## config.mk

```make
export PLATFORM = sky130hd
export DESIGN_NAME = conwaylife_loader
export DESIGN_NICKNAME = d
export VERILOG_FILES = /design/src/rtl/conwaylife_loader.sv
export SDC_FILE = /design/constraint.sdc
export NUM_CORES = 1
export LEC_CHECK = 0
export CAP_MARGIN = 25
export CORE_ASPECT_RATIO = 1.5
export CORE_MARGIN = 4
export CORE_UTILIZATION = 60
export CTS_CLUSTER_DIAMETER = 150
export DETAILED_ROUTE_END_ITERATION = 10
export HOLD_SLACK_MARGIN = 0.05
export PLACE_DENSITY = 0.95
export SETUP_SLACK_MARGIN = 0.15
export SYNTH_ARGS = -nofsm -noshare
export SYNTH_HDL_FRONTEND = slang
export SYNTH_SLANG_ARGS = --single-unit
```

## constraint.sdc

```tcl
create_clock -name clk -period 8.1 [get_ports clk]
set_clock_uncertainty 0.05 [all_clocks]
set_input_delay 1.62 -clock clk [delete_from_list [all_inputs] [get_ports clk]]
set_output_delay 1.62 -clock clk [all_outputs]
set_load 0.05 [all_outputs]
```

## src/rtl/conwaylife_loader.sv

```systemverilog
// -----------------------------------------------------------------------------
// conwaylife_loader
//
// Row-serial board loader for the 16x16 Conway's Life engine. Sixteen 16-bit
// rows arrive over a valid/ready stream and are assembled into a 256-bit board.
// When the last row is accepted the complete board is issued on `data` together
// with a one-cycle `load` pulse. The issued board is held stable while the next
// frame is assembled in a separate buffer.
//
// Optional feature macro: CONWAYLIFE_LOADER_IDX_CHECK_EN
//   When defined, each accepted beat's `row_idx` is compared with the internal
//   row counter. A mismatch drops the beat, pulses `err` and discards the
//   partial frame. When undefined, `row_idx` is ignored and `err` is tied to 0.
//
// Ports:
//   clk          in   rising-edge clock shared with the engine
//   areset_n     in   asynchronous active-low reset
//   row_valid    in   upstream row beat valid
//   row_ready    out  loader accepts a row this cycle (registered)
//   row_data     in   row cells, bit c = column c
//   row_idx      in   row number of this beat (index check build only)
//   frame_abort  in   discard the partially assembled frame
//   load         out  one-cycle pulse to the engine's load input
//   data         out  issued board, cell (r,c) at bit 16*r+c
//   frame_cnt    out  number of boards issued, wraps at 256
//   err          out  one-cycle row-index error pulse
// -----------------------------------------------------------------------------
module conwaylife_loader #(
    parameter int W = 16,
    parameter int H = 16
) (
    input  logic             clk,
    input  logic             areset_n,
    input  logic             row_valid,
    output logic             row_ready,
    input  logic [W-1:0]     row_data,
    input  logic [3:0]       row_idx,
    input  logic             frame_abort,
    output logic             load,
    output logic [W*H-1:0]   data,
    output logic [7:0]       frame_cnt,
    output logic             err
);

    typedef enum logic {
        FILL  = 1'b0,
        ISSUE = 1'b1
    } state_t;

    localparam logic [3:0] LAST_ROW = 4'(H - 1);

    state_t           state;
    logic [3:0]       row_cnt;
    logic [W*H-1:0]   buffer;
    logic [W*H-1:0]   assembled;

    // Buffer with the incoming row merged in at the current row slot. On the
    // last row this is the complete board, so it can be issued on the same
    // edge without waiting a cycle for the buffer to update.
    // NOTE: every variable assigned in always_comb gets a full default first,
    // otherwise a latch is inferred for the paths that skip it.
    always_comb begin
        assembled = buffer;
        assembled[row_cnt*W +: W] = row_data;
    end

`ifndef CONWAYLIFE_LOADER_IDX_CHECK_EN
    // Index check not built: row_idx has no load and err is constant.
    logic unused_row_idx;
    assign unused_row_idx = ^row_idx;
    assign err = 1'b0;
`endif

    // NOTE: sequential state uses non-blocking assignments only, so every
    // register samples pre-edge values regardless of statement order.
    always_ff @(posedge clk or negedge areset_n) begin
        if (!areset_n) begin
            state     <= FILL;
            row_ready <= 1'b0;
            load      <= 1'b0;
            data      <= '0;
            frame_cnt <= '0;
            row_cnt   <= '0;
            // NOTE: the wide assembly buffer is reset explicitly; it is plain
            // flops, not a RAM, so a reset costs nothing structurally and keeps
            // its contents deterministic.
            buffer    <= '0;
`ifdef CONWAYLIFE_LOADER_IDX_CHECK_EN
            err       <= 1'b0;
`endif
        end else begin
            load <= 1'b0;
`ifdef CONWAYLIFE_LOADER_IDX_CHECK_EN
            err  <= 1'b0;
`endif
            case (state)
                FILL: begin
                    row_ready <= 1'b1;
                    if (frame_abort) begin
                        // Abort wins over a beat in the same cycle; the stale
                        // buffer rows are overwritten by the next frame.
                        row_cnt <= '0;
                    end else if (row_valid && row_ready) begin
`ifdef CONWAYLIFE_LOADER_IDX_CHECK_EN
                        if (row_idx != row_cnt) begin
                            err     <= 1'b1;
                            row_cnt <= '0;
                        end else
`endif
                        begin
                            buffer <= assembled;
                            if (row_cnt == LAST_ROW) begin
                                // Last row: issue straight from the merged
                                // board so load is high in the next cycle.
                                row_cnt   <= '0;
                                state     <= ISSUE;
                                row_ready <= 1'b0;
                                load      <= 1'b1;
                                data      <= assembled;
                                frame_cnt <= frame_cnt + 8'd1;
                            end else begin
                                row_cnt <= row_cnt + 4'd1;
                            end
                        end
                    end
                end

                ISSUE: begin
                    // Single bubble cycle while load is high; frame_abort has
                    // no effect here.
                    state     <= FILL;
                    row_ready <= 1'b1;
                end

                default: begin
                    state     <= FILL;
                    row_ready <= 1'b0;
                end
            endcase
        end
    end

endmodule

```

== Word level (Yosys, flattened, before mapping) ==
Cells that the tools add are included.
W data, S select, Z words.
Word-level totals
  register bits: 527
  input port bits: 24
  logic and storage cells: 33
Operators by class
  add/sub/neg operators: 3
  eq/ne operators: 1
  shift operators: 2
  muxes and demuxes: 13
  bitwise logic cells: 2
  reductions and logical operators: 5
Operator list (count)
  $bwmux W256: 1
  $shift A16 B34 Y256 const A: 1
  $shiftx A16 B34 Y256: 1
  $neg A8 Y34: 1
  $mux W4: 3
  $add A8 B1 Y8 const B: 1
  $mux W1: 7
  $add A4 B1 Y4 const B: 1
  $eq A4 B4 Y1 const B: 1
  $pmux W1 S2: 2
  $reduce_and A4 Y1: 1
  $reduce_and A3 Y1: 1
  $not A1 Y1: 2
  $reduce_and A2 Y1: 1
  $reduce_bool A2 Y1: 1
  $logic_and A1 B1 Y1: 1

== Depth between registers and ports, before layout ==
  depth in word-level cells: 5
  depth in mapped cells: 11
  gate-level depth less buffers: 6

== Worst setup path before layout ==
OpenSTA, ideal clock, no wires.
  kind: input to register
  from: in frame_abort
  to: reg buffer[54]
  library setup time: 125 ps
  arrival time: 3130 ps
  data required time: 7925 ps
  path slack: 4795 ps
  stages: 6
  cell sequence: and4bb_1 -> buf_2 -> nand2_1 -> nor4_4 -> buf_4 -> mux2_2
Between the ends
  longest elaborated chain between the ends: 2
Ends and longest elaborated chain
  from (decl): RTL line 38  | input logic frame_abort,
  $not A1 Y1 (no source line)
  $reduce_and A3 Y1 (no source line)
  to (signal assigned): RTL line 111  | buffer <= assembled;
  to (decl): RTL line 54  | logic [W*H-1:0] buffer;
No other way between the ends.
A chain may end at the register's enable or synchronous reset.

== Final worst setup path ==
  from: in row_valid
  to: reg data[126]
Between the ends
  longest elaborated chain between the ends: 2
Ends and longest elaborated chain
  from (decl): RTL line 34  | input logic row_valid,
  $logic_and A1 B1 Y1: RTL line 103  | end else if (row_valid && row_ready) begin
  $reduce_and A4 Y1 (no source line)
  to (signal assigned): RTL line 119  | data <= assembled;
  to (decl): RTL line 40  | output logic [W*H-1:0] data,
No other way between the ends.

==> run_results.csv <==
group,metric,value,unit
yosys,yosys.area.top_type_share,0.569,
final_layout,instances_no_fill,2865,
yosys,synth_area_per_cell,10.8,sq um
routing,wirelength,68600,microns
yosys,syn-num-nets,2172,
routing,wl_per_cell,23.9,microns
die,rows,87,
setup_path,cp_slowest_cell,"nor2_1",
final_layout,nets,2368,
cts,cts_resized,0,
global_route,grt_pass1_wl,106000,microns
yosys,synth-seq-cells,526,
final_layout,multi_input_area,9130,sq um
timing,maxSlewViolCount,0,
placed_design,place_inst,2767,
timing,finalCritPeriodShare,0.559,
setup_path,worstPathRequired,8550,ps
routing,dr_total_vias,18299,
flow_run,cap_violations,0,
yosys,ys_top_cells_by_area,"dfrtp_1, mux2_2, nand2_1",
run_status,run_status,"completed",
global_route,grt_util_all_layers,0.319,
die,ios,291,
setup_path,crit_fanout,114,
pwr,leakage,12.7,nW
yosys,yosysUniqueCellTypes,67,
global_route,grt_pass1_vias,18835,
placed_design,dp_hpwl,43600,microns
pwr,powerDensity,190,nW/um^2
setup_path,crit_top_cell,"buf_4",
timing,min_period,4530,ps
setup_path,critPathKind,"in2reg",
global_route,grt_max_degree,202,
timing,maxSlewHeadroom,0.199,
cts,h-tree-depth,2,
yosys,synth_top_area_cell,"dfrtp_1",
die,die_w,168,microns
setup_path,crit_family,"buffers and inverters",
pwr,power.total,5.30,mW
routing,drt-vias-per-instance,6.39,
setup_path,end_kind,"flip-flop",
die,die_area,41900,sq um
routing,drc,0,
setup_path,path_buf_inv,4,
global_route,overflow,0,
yosys,async_reset_ff_frac,1.00,
final_layout,final_layout_size_suffix_gt1_frac,0.138,
yosys,yosysSeqAreaShare,0.569,
timing,fmax,221,MHz
placed_design,portBuffers,285,
cts,cts_sinks,526,
cts,cts_root_buf,"clkbuf_16",
timing,tns,0,ps
routing,ant_nets,0,
timing,tightest_slew,1200,ps
cts,clkTransAtPathRegs,60,ps
setup_path,cp-start-kind,"input port",
cts,cts_made_buffers,48,
routing,first_pass_iters,6,
cts,insertion_delay,570,ps
final_layout,regArea,13200,sq um
cts,cts_setup_buffers,0,
yosys,synth_edf_count,0,
yosys,yosys_warnings,0,
die,fp.dieH,249,microns
yosys,synth_area,23100,sq um
die,start_util,0.611,
cts,hold_buffers,0,
placed_design,gp_congestion,0.900,
final_layout,area.growth.synth_to_final,20.4,%
yosys,netlist_instances,2144,
final_layout,diodes,0,
global_route,antenna_found_initial,1,
timing,hold_viol,0,
die,core,37900,sq um
min_path,hp-class,"reg2reg",
timing,setup_viol,0,
yosys,synth.most_common_cell,"dfrtp_1",
cts,clock_path_buffers,3,
setup_path,cp.arrival,4970,ps
setup_path,path_cells,"clkdlybuf4s50_1 -> nand4bb_4 -> or2_4 -> buf_4 -> buf_4 -> buf_16 -> nor2_1 -> a21o_1",
timing,rsz0062_at_grt,"false",
final_layout,fillers,2262,
routing,drt_iter0_drc,2253,
yosys,synthTopCellsByCount,"dfrtp_1, nand2_1, o21ai_0",
yosys,yosys_most_used_dff,"dfrtp_1",
cts,cts_tree,"built",
setup_path,critPathMaxStageDelay,870,ps
pwr,ir_drop,186,uV
-- sequential cells by signal, summed over array words and instances, names as in the netlist --
register and flops:
load 1, frame_cnt 8, row_ready 1, data 256, buffer 256, row_cnt 4
-- power by group --
part	switching (mW)	internal [mW]
Sequential	0.0293	2.67
Clock	0.992	1.30
Combinational	0.213	0.0849
-- metrics by stage --
stage,instance area (sq um),setup slack [ps],hold WS [ps],util
2_1_floorplan,23100,4790,385,-
3_3_place_gp,26000,2920,399,0.685
3_5_place_dp,26100,2790,402,0.689
4_1_cts,27700,3340,416,0.731
5_1_grt,27900,3460,433,0.736
6_report,27900,3570,410,0.736
-- worst register-to-register path, stage by stage (launching register included) --
cell and delay (ps):
dfrtp_1 450, buf_16 210, inv_1 100, ha_1 940, or4b_1 900, a21oi_4 760
mux2i_1 420, o21ai_0 130
-- path summary, 6_finish.rpt --
path	startpoint	to	slack [ps]	cells after the start
min	buffer[3]	data[3]	410	2
max reg2reg	row_cnt[0]	data[232]	4010	7
max	row_valid	data[126]	3570	8
max in group asynchronous	areset_n	buffer[1]	5150	2
min reg2reg	buffer[3]	data[3]	410	2
min in group asynchronous	areset_n	data[158]	1080	1
-- layout make-up --
type / instances / share of cell area
well taps: 489 / 0.0219
repair buffers: 328 / 0.121
flip-flops and latches: 526 / 0.472
inverters: 5 / 0.000853
clock inverters: 14 / 0.00592
multi-input cells: 1431 / 0.327
clock buffers: 72 / 0.0507
-- placed cells by master (no fill, tap or decap), drive strengths merged, types with 5 or more instances in the layout --
master	netlist	routed
nor2	91	91
nand4	26	26
buf	80	44
a21o	15	15
nor4	7	7
clkbuf	102	72
clkinvlp	0	5
nand3	54	54
o21ai	229	229
a31oi	34	34
and2	19	19
nor3	5	5
mux2i	113	113
mux2	175	175
o211ai	42	42
o2111ai	6	6
nand2	403	403
inv	5	7
xnor2	7	7
a22o	15	15
clkdlybuf4s50	0	284
dfrtp	526	526
a21oi	96	96
and3	50	50
-- kinds of logic (layout without fill, tap and decap cells) --
family | count (synthesis) | count (layout) | share of synthesized area
other | 1 | 1 | 0.000162
DFF | 526 | 526 | 0.569
muxes | 288 | 288 | 0.137
xor gates and xnor gates | 8 | 8 | 0.00303
buffers and inverters | 187 | 419 | 0.0395
AOI/OAI and AO/OA | 446 | 446 | 0.112
adders and majority gates | 4 | 4 | 0.00216
and+or+nand+nor | 684 | 684 | 0.137
-- per-layer routing --
metal / track usage / up-vias / wire length (microns)
met5: 0 / - / 13
met3: 0.0521 / 311 / 5470
met1: 0.391 / 9068 / 23900
li1: - / 7806 / -
met4: 0.203 / 2 / 5040
met2: 0.524 / 1112 / 34100
No activity file was read; power rests on OpenSTA's default activity.
